### src/rtl/dsp_pkg.sv
// Shared DSP datapath widths so the NCO stage, the mixer and the downstream filters agree.
package dsp_pkg;

    localparam int D_WIDTH   = 12;
    localparam int NCO_WIDTH = 16;
    localparam int O_WIDTH   = 16;
    localparam int MIX_SHIFT = 11;

    // A signed a-bit by b-bit product plus one guard bit, so negating it never overflows.
    function automatic int prod_width(input int a, input int b);
        return a + b + 1;
    endfunction

endpackage

### src/rtl/iq_downmixer_if.sv
// Sample/NCO input bundle and baseband I/Q output bundle of the downmixer.
interface iq_downmixer_if #(
    parameter int D_WIDTH   = dsp_pkg::D_WIDTH,
    parameter int NCO_WIDTH = dsp_pkg::NCO_WIDTH,
    parameter int O_WIDTH   = dsp_pkg::O_WIDTH
);
    // Input beat transfers on a clock edge where s_valid & nco_valid & s_ready;
    // output beat transfers where m_valid & m_ready, and m_* stay stable until then.
    logic signed [D_WIDTH-1:0]   s_data;
    logic                        s_valid;
    logic signed [NCO_WIDTH-1:0] nco_cos;
    logic signed [NCO_WIDTH-1:0] nco_sin;
    logic                        nco_valid;
    logic                        s_ready;
    logic signed [O_WIDTH-1:0]   m_i;
    logic signed [O_WIDTH-1:0]   m_q;
    logic                        m_valid;
    logic                        m_ready;
    logic                        sat_flag;

    modport slave (
        input  s_data, s_valid, nco_cos, nco_sin, nco_valid, m_ready,
        output s_ready, m_i, m_q, m_valid, sat_flag
    );

    modport master (
        output s_data, s_valid, nco_cos, nco_sin, nco_valid, m_ready,
        input  s_ready, m_i, m_q, m_valid, sat_flag
    );

endinterface

### src/rtl/iq_downmixer_round_sat.sv
// Combinational round-half-up, arithmetic right shift and saturation of one product.
module iq_downmixer_round_sat #(
    parameter int IN_WIDTH = 29,
    parameter int SHIFT    = 11,
    parameter int O_WIDTH  = 16
) (
    input  logic signed [IN_WIDTH-1:0] din,
    output logic signed [O_WIDTH-1:0]  dout,
    output logic                       sat
);
    localparam int SW = IN_WIDTH + 1;

    localparam logic signed [SW-1:0] HALF  = {{(SW-1){1'b0}}, 1'b1} << (SHIFT - 1);
    localparam logic signed [SW-1:0] MAX_V = {{(SW-O_WIDTH+1){1'b0}}, {(O_WIDTH-1){1'b1}}};
    localparam logic signed [SW-1:0] MIN_V = {{(SW-O_WIDTH+1){1'b1}}, {(O_WIDTH-1){1'b0}}};

    logic signed [SW-1:0] biased;
    logic signed [SW-1:0] shifted;

    always_comb begin
        // One extra bit keeps the rounding bias from wrapping at the positive limit.
        biased  = SW'(din) + HALF;
        shifted = biased >>> SHIFT;
        dout    = shifted[O_WIDTH-1:0];
        sat     = 1'b0;
        if (shifted > MAX_V) begin
            dout = MAX_V[O_WIDTH-1:0];
            sat  = 1'b1;
        end else if (shifted < MIN_V) begin
            dout = MIN_V[O_WIDTH-1:0];
            sat  = 1'b1;
        end
    end

endmodule

### src/rtl/iq_downmixer.sv
// Three-stage real-to-complex downmixer: I = x*cos, Q = -x*sin, rounded and saturated.
module iq_downmixer #(
    parameter int D_WIDTH   = dsp_pkg::D_WIDTH,
    parameter int NCO_WIDTH = dsp_pkg::NCO_WIDTH,
    parameter int O_WIDTH   = dsp_pkg::O_WIDTH,
    parameter int SHIFT     = dsp_pkg::MIX_SHIFT
) (
    input logic           clk,
    input logic           rst,
    iq_downmixer_if.slave bus
);
    import dsp_pkg::*;

    localparam int PW = prod_width(D_WIDTH, NCO_WIDTH);

    logic en;

    logic signed [D_WIDTH-1:0]   x1_q, x1_d;
    logic signed [NCO_WIDTH-1:0] cos1_q, cos1_d;
    logic signed [NCO_WIDTH-1:0] sin1_q, sin1_d;
    logic                        v1_q, v1_d;

    logic signed [PW-1:0] pc2_q, pc2_d;
    logic signed [PW-1:0] ps2_q, ps2_d;
    logic                 v2_q, v2_d;

    logic signed [PW-1:0]      ri, rq;
    logic signed [O_WIDTH-1:0] i_sat_val, q_sat_val;
    logic                      i_sat, q_sat;

    logic signed [O_WIDTH-1:0] m_i_q, m_i_d;
    logic signed [O_WIDTH-1:0] m_q_q, m_q_d;
    logic                      m_valid_q, m_valid_d;
    logic                      sat_q, sat_d;

    // The whole pipeline moves in lockstep; it only stalls when the output is full and unread.
    assign en = ~m_valid_q | bus.m_ready;

    assign ri = pc2_q;
    assign rq = -ps2_q;

    iq_downmixer_round_sat #(
        .IN_WIDTH (PW),
        .SHIFT    (SHIFT),
        .O_WIDTH  (O_WIDTH)
    ) u_round_i (
        .din  (ri),
        .dout (i_sat_val),
        .sat  (i_sat)
    );

    iq_downmixer_round_sat #(
        .IN_WIDTH (PW),
        .SHIFT    (SHIFT),
        .O_WIDTH  (O_WIDTH)
    ) u_round_q (
        .din  (rq),
        .dout (q_sat_val),
        .sat  (q_sat)
    );

    always_comb begin
        x1_d      = x1_q;
        cos1_d    = cos1_q;
        sin1_d    = sin1_q;
        v1_d      = v1_q;
        pc2_d     = pc2_q;
        ps2_d     = ps2_q;
        v2_d      = v2_q;
        m_i_d     = m_i_q;
        m_q_d     = m_q_q;
        m_valid_d = m_valid_q;
        sat_d     = sat_q;
        if (en) begin
            x1_d      = bus.s_data;
            cos1_d    = bus.nco_cos;
            sin1_d    = bus.nco_sin;
            v1_d      = bus.s_valid & bus.nco_valid;
            pc2_d     = PW'(x1_q) * PW'(cos1_q);
            ps2_d     = PW'(x1_q) * PW'(sin1_q);
            v2_d      = v1_q;
            m_valid_d = v2_q;
            // Bubbles do not overwrite the last emitted I/Q or touch the sticky flag.
            if (v2_q) begin
                m_i_d = i_sat_val;
                m_q_d = q_sat_val;
                sat_d = sat_q | i_sat | q_sat;
            end
        end
    end

    always_ff @(posedge clk) begin
        if (rst) begin
            x1_q      <= '0;
            cos1_q    <= '0;
            sin1_q    <= '0;
            v1_q      <= 1'b0;
            pc2_q     <= '0;
            ps2_q     <= '0;
            v2_q      <= 1'b0;
            m_i_q     <= '0;
            m_q_q     <= '0;
            m_valid_q <= 1'b0;
            sat_q     <= 1'b0;
        end else begin
            x1_q      <= x1_d;
            cos1_q    <= cos1_d;
            sin1_q    <= sin1_d;
            v1_q      <= v1_d;
            pc2_q     <= pc2_d;
            ps2_q     <= ps2_d;
            v2_q      <= v2_d;
            m_i_q     <= m_i_d;
            m_q_q     <= m_q_d;
            m_valid_q <= m_valid_d;
            sat_q     <= sat_d;
        end
    end

    assign bus.s_ready  = en;
    assign bus.m_i      = m_i_q;
    assign bus.m_q      = m_q_q;
    assign bus.m_valid  = m_valid_q;
    assign bus.sat_flag = sat_q;

endmodule

### src/flat_wrapper.sv
// flat-port wrapper written by rule: the top's interface ports become plain ports
module iq_downmixer_flat import dsp_pkg::*;
#(
    parameter int D_WIDTH   = dsp_pkg::D_WIDTH,
    parameter int NCO_WIDTH = dsp_pkg::NCO_WIDTH,
    parameter int O_WIDTH   = dsp_pkg::O_WIDTH,
    parameter int SHIFT     = dsp_pkg::MIX_SHIFT
)
  (clk, rst, bus_s_data, bus_s_valid, bus_nco_cos, bus_nco_sin, bus_nco_valid, bus_m_ready, bus_s_ready, bus_m_i, bus_m_q, bus_m_valid, bus_sat_flag);
  iq_downmixer_if #(.D_WIDTH(D_WIDTH), .NCO_WIDTH(NCO_WIDTH), .O_WIDTH(O_WIDTH)) bus_i ();
  input logic clk;
  input logic rst;
  input wire logic [$bits(bus_i.s_data)-1:0] bus_s_data;
  input wire logic [$bits(bus_i.s_valid)-1:0] bus_s_valid;
  input wire logic [$bits(bus_i.nco_cos)-1:0] bus_nco_cos;
  input wire logic [$bits(bus_i.nco_sin)-1:0] bus_nco_sin;
  input wire logic [$bits(bus_i.nco_valid)-1:0] bus_nco_valid;
  input wire logic [$bits(bus_i.m_ready)-1:0] bus_m_ready;
  output wire logic [$bits(bus_i.s_ready)-1:0] bus_s_ready;
  output wire logic [$bits(bus_i.m_i)-1:0] bus_m_i;
  output wire logic [$bits(bus_i.m_q)-1:0] bus_m_q;
  output wire logic [$bits(bus_i.m_valid)-1:0] bus_m_valid;
  output wire logic [$bits(bus_i.sat_flag)-1:0] bus_sat_flag;
  assign bus_i.s_data = bus_s_data;
  assign bus_i.s_valid = bus_s_valid;
  assign bus_i.nco_cos = bus_nco_cos;
  assign bus_i.nco_sin = bus_nco_sin;
  assign bus_i.nco_valid = bus_nco_valid;
  assign bus_i.m_ready = bus_m_ready;
  assign bus_s_ready = bus_i.s_ready;
  assign bus_m_i = bus_i.m_i;
  assign bus_m_q = bus_i.m_q;
  assign bus_m_valid = bus_i.m_valid;
  assign bus_sat_flag = bus_i.sat_flag;
  iq_downmixer #(.D_WIDTH(D_WIDTH), .NCO_WIDTH(NCO_WIDTH), .O_WIDTH(O_WIDTH), .SHIFT(SHIFT)) u_core (.clk(clk), .rst(rst), .bus(bus_i));
endmodule
### config.mk
export PLATFORM = sky130hd
export DESIGN_NAME = iq_downmixer_flat
export DESIGN_NICKNAME = d
export VERILOG_FILES = /design/src/rtl/dsp_pkg.sv /design/src/rtl/iq_downmixer_if.sv /design/src/rtl/iq_downmixer_round_sat.sv /design/src/rtl/iq_downmixer.sv /design/src/flat_wrapper.sv
export SDC_FILE = /design/constraint.sdc
export NUM_CORES = 1
export LEC_CHECK = 0
export ABC_AREA = 1
export BUFFER_PORTS_ARGS = -buffer_cell sky130_fd_sc_hd__buf_2
export CELL_PAD_IN_SITES_DETAIL_PLACEMENT = 1
export CELL_PAD_IN_SITES_GLOBAL_PLACEMENT = 1
export CORE_ASPECT_RATIO = 1.1
export CORE_MARGIN = 5
export CORE_UTILIZATION = 48
export CTS_CLUSTER_DIAMETER = 120
export DETAILED_ROUTE_END_ITERATION = 10
export PLACE_DENSITY_LB_ADDON = 0.1
export SLEW_MARGIN = 40
export SYNTH_ARGS = -nofsm -noshare
export SYNTH_HDL_FRONTEND = slang
export SYNTH_SLANG_ARGS = --single-unit
### constraint.sdc
create_clock -name clk -period 7.5 [get_ports clk]
set_input_delay 1.125 -clock clk [delete_from_list [all_inputs] [get_ports clk]]
set_output_delay 1.125 -clock clk [all_outputs]
set_load 0.01 [all_outputs]
==> reports/metrics.cfg <==
[status]
outcome=finished clean

[cells_and_area]
nets=3172
insertedDiodeCount=0
synthToLayoutAreaGrowth_pct=7.38
multi_input_area_sq_um=14400
stdcell_count=3225
n_fill_cell=5222
drive_gt1_share_pct=7.17
seq_area_sq_um=2520
fin_area_sq_um=21400

[pwr]
peakVddDrop_v=0.000168
p_int_uw=2320
switching_share_pct=51.4
power_frac_seq_pct=19.9
power_switching_uw=2460
powerDensity_nw_per_um2=223
p_comb_share_pct=62.0
cellLeakagePower_uw=0.0120
clock_power_share_pct=18.1

[detailed_routing]
drc=0
antenna_left=0
routed_wirelength_um=59700
dr.pass1.iters=5
viasPerCell=5.17
post_drt_wl_per_cell_um=18.5
first_iter_violations=781
vias=16660

[critical_path]
reg2reg_setup_slack_ns=1.29
worstSetupPathType=register to register
required_ns=7.86
reg2regPathDepth=20
cp-start-kind=register
crit_path_end_kind=register
cp_data_arrival_time_ns=6.57
critPathMaxFanout=17

[floorplanning]
die_h_um=224
initial_core_util_pct=48.5
core.rowCount=78
core_area_sq_um=41200
io_pins=84
dieArea_sq_um=45800
die_x_um=204

[yosys]
yosys-top-cells-count=inv_1, nand2_1, fa_1
synth.most_common_cell=inv_1
ys_ff_latch=126
synth_top_area_share_pct=35.5
async_flop_share_pct=0
yosys_warnings=0
yosysSeqAreaShare_pct=12.6
ys_types=50
synth_edf_count=0
syn_inst=2640
syn_nets=3160
synth-main-ff-cell=dfxtp_1
syn_area_sq_um=20000
syn_avg_cell_area_sq_um=7.56
yosys.area.top_type=fa_1
synth_area_leaders=fa_1, inv_1, dfxtp_1

[sta]
tightestPinTransition_ns=0.845
hold_viol=0
fmax_ghz=0.161
post-route-period-util_pct=82.8
fin_tns_setup_ns=0
period_minus_slack_ns=6.21
maxSlewViolCount=0
rsz0062_at_grt=no
finClkSkew_ns=0.0128
slew-limit-headroom_pct=43.6
layout_setup_ws_ns=1.29
setup_viol=0

[hold_path]
hold_depth=2
hp-class=register to register

[global_route]
grt.met1_usage_pct=31.2
globalRouteMet3Util_pct=3.07
grt_first_pass_wirelength_um=99300
overflow=0
busiest_layer=met2
antenna_found_initial=0
grt_max_degree=88
met2_usage_pct=53.1
first_global_vias=19147
grt_usage_pct=27.5

[clock_network]
post_cts_buffers=0
cts_tree=built
clock-root-buffer=clkbuf_16
clk_pin_slew_ns=0.06
cts_sinks=126
holdBufCountCts=0
h-tree-depth=4
ctsResizeCount=0
cts_inserted_buffers=17
clock_latency_ns=0.47
clockBufferDepth=2

[job]
drv_cap=0

[placed_design]
port_buffers=83
post-place-ws_ns=1.19
hpwlAfterDp_um=48400
numPlacedInstances=3193
place.gp.congestion=0.892
post_dp_cell_area_sq_um=20900

==> worst paths after layout <==
| check | start | end |
|---|---|---|
| min | u_core.bus.m_i[0] | u_core.bus.m_i[0] |
| max reg2reg | u_core.x1_q[4] | u_core.ps2_q[27] |
| max | u_core.x1_q[4] | u_core.ps2_q[27] |
| min reg2reg | u_core.bus.m_i[0] | u_core.bus.m_i[0] |
==> worst max-delay path, cell delays in order (launching register included) <==
cell	delay (ns)
dfxtp_1	0.87
nand2_1	0.14
inv_1	0.16
fa_1	0.61
fa_1	0.74
inv_1	0.11
fa_1	0.54
inv_1	0.06
fa_1	0.53
inv_1	0.05
fa_1	0.54
inv_1	0.05
ha_1	0.35
nand2_1	0.11
nor4_1	0.43
nand3_1	0.12
nand3_1	0.20
a21boi_0	0.14
xor2_1	0.16
o21bai_1	0.13
inv_1	0.05
==> sequential cells by signal (all words and copies together) (netlist names) <==
signal	cells
u_core.ps2_q	28
u_core.pc2_q	18
u_core.bus.m_i	16
u_core.bus.m_q	16
u_core.cos1_q	16
u_core.sin1_q	16
u_core.x1_q	12
u_core.bus.m_valid	1
u_core.bus.sat_flag	1
u_core.v1_q	1
u_core.v2_q	1
==> layout by cell type, fill, tap and decap left out, types with 3 or more instances in the layout <==
cell / instances
ha_1: 117
nor3_1: 8
nor2_1: 204
o221ai_1: 4
nor2_4: 7
nand3b_1: 5
clkinv_4: 4
nand2_1: 540
dfxtp_1: 125
a21o_1: 5
inv_2: 4
nand2_2: 7
o21bai_1: 14
a21boi_0: 3
clkbuf_16: 17
xnor2_1: 25
xor2_1: 43
nor4_1: 4
nand3_1: 66
inv_8: 3
nor2_2: 4
inv_1: 689
or2_2: 9
nand4_1: 11
buf_4: 24
o211ai_1: 21
a21oi_2: 6
a21oi_1: 96
inv_6: 4
o21ai_0: 127
fa_1: 354
buf_2: 83
==> stage by stage <==
stage | hold slack (ns) | util [%] | power (uW)
3_5_place_dp | 0.454 | 50.6 | 3930
4_1_cts | 0.464 | 52.1 | 4830
5_1_grt | 0.507 | 52.1 | 5260
2_1_floorplan | 0.450 | - | 3060
3_3_place_gp | 0.451 | 50.6 | 3830
6_report | 0.463 | 52.1 | 4780
==> logic make-up (layout without fill, tap and decap cells) <==
group / Yosys count / count (layout) / synth area share (%)
AOI/OAI and AO/OA: 289 / 289 / 8.23
xor gates and xnor gates: 68 / 68 / 2.98
DFF: 126 / 126 / 12.6
and+or+nand+nor: 876 / 876 / 18.0
buffers and inverters: 810 / 835 / 15.3
adders and majority gates: 471 / 471 / 42.8
==> power groups by stage <==
| stage | combinational [uW] | clock, uW | sequential, uW |
|---|---|---|---|
| final | 2960 | 864 | 951 |
| after floorplan | 2190 | 0 | 874 |
| after global routing | 3390 | 909 | 966 |
| after CTS | 3000 | 885 | 949 |
| after detailed placement | 2970 | 0 | 961 |
| after global placement | 2870 | 0 | 958 |
==> metal layers <==
| metal | routed length [um] | vias to the layer above |
|---|---|---|
| li1 | - | 7752 |
| met1 | 23300 | 8504 |
| met2 | 32900 | 282 |
| met3 | 1570 | 122 |
| met4 | 2040 | 0 |
| met5 | 0 | - |
==> final cells by class <==
cell class	count	share of cell area (%)
multi-input combinational	1704	67.1
inverter	694	12.2
sequential	126	11.8
tap	560	3.27
timing repair buffer	109	2.92
clock buffer	18	2.05
clock inverter	14	0.694
Power figures use the tool's default switching activity.
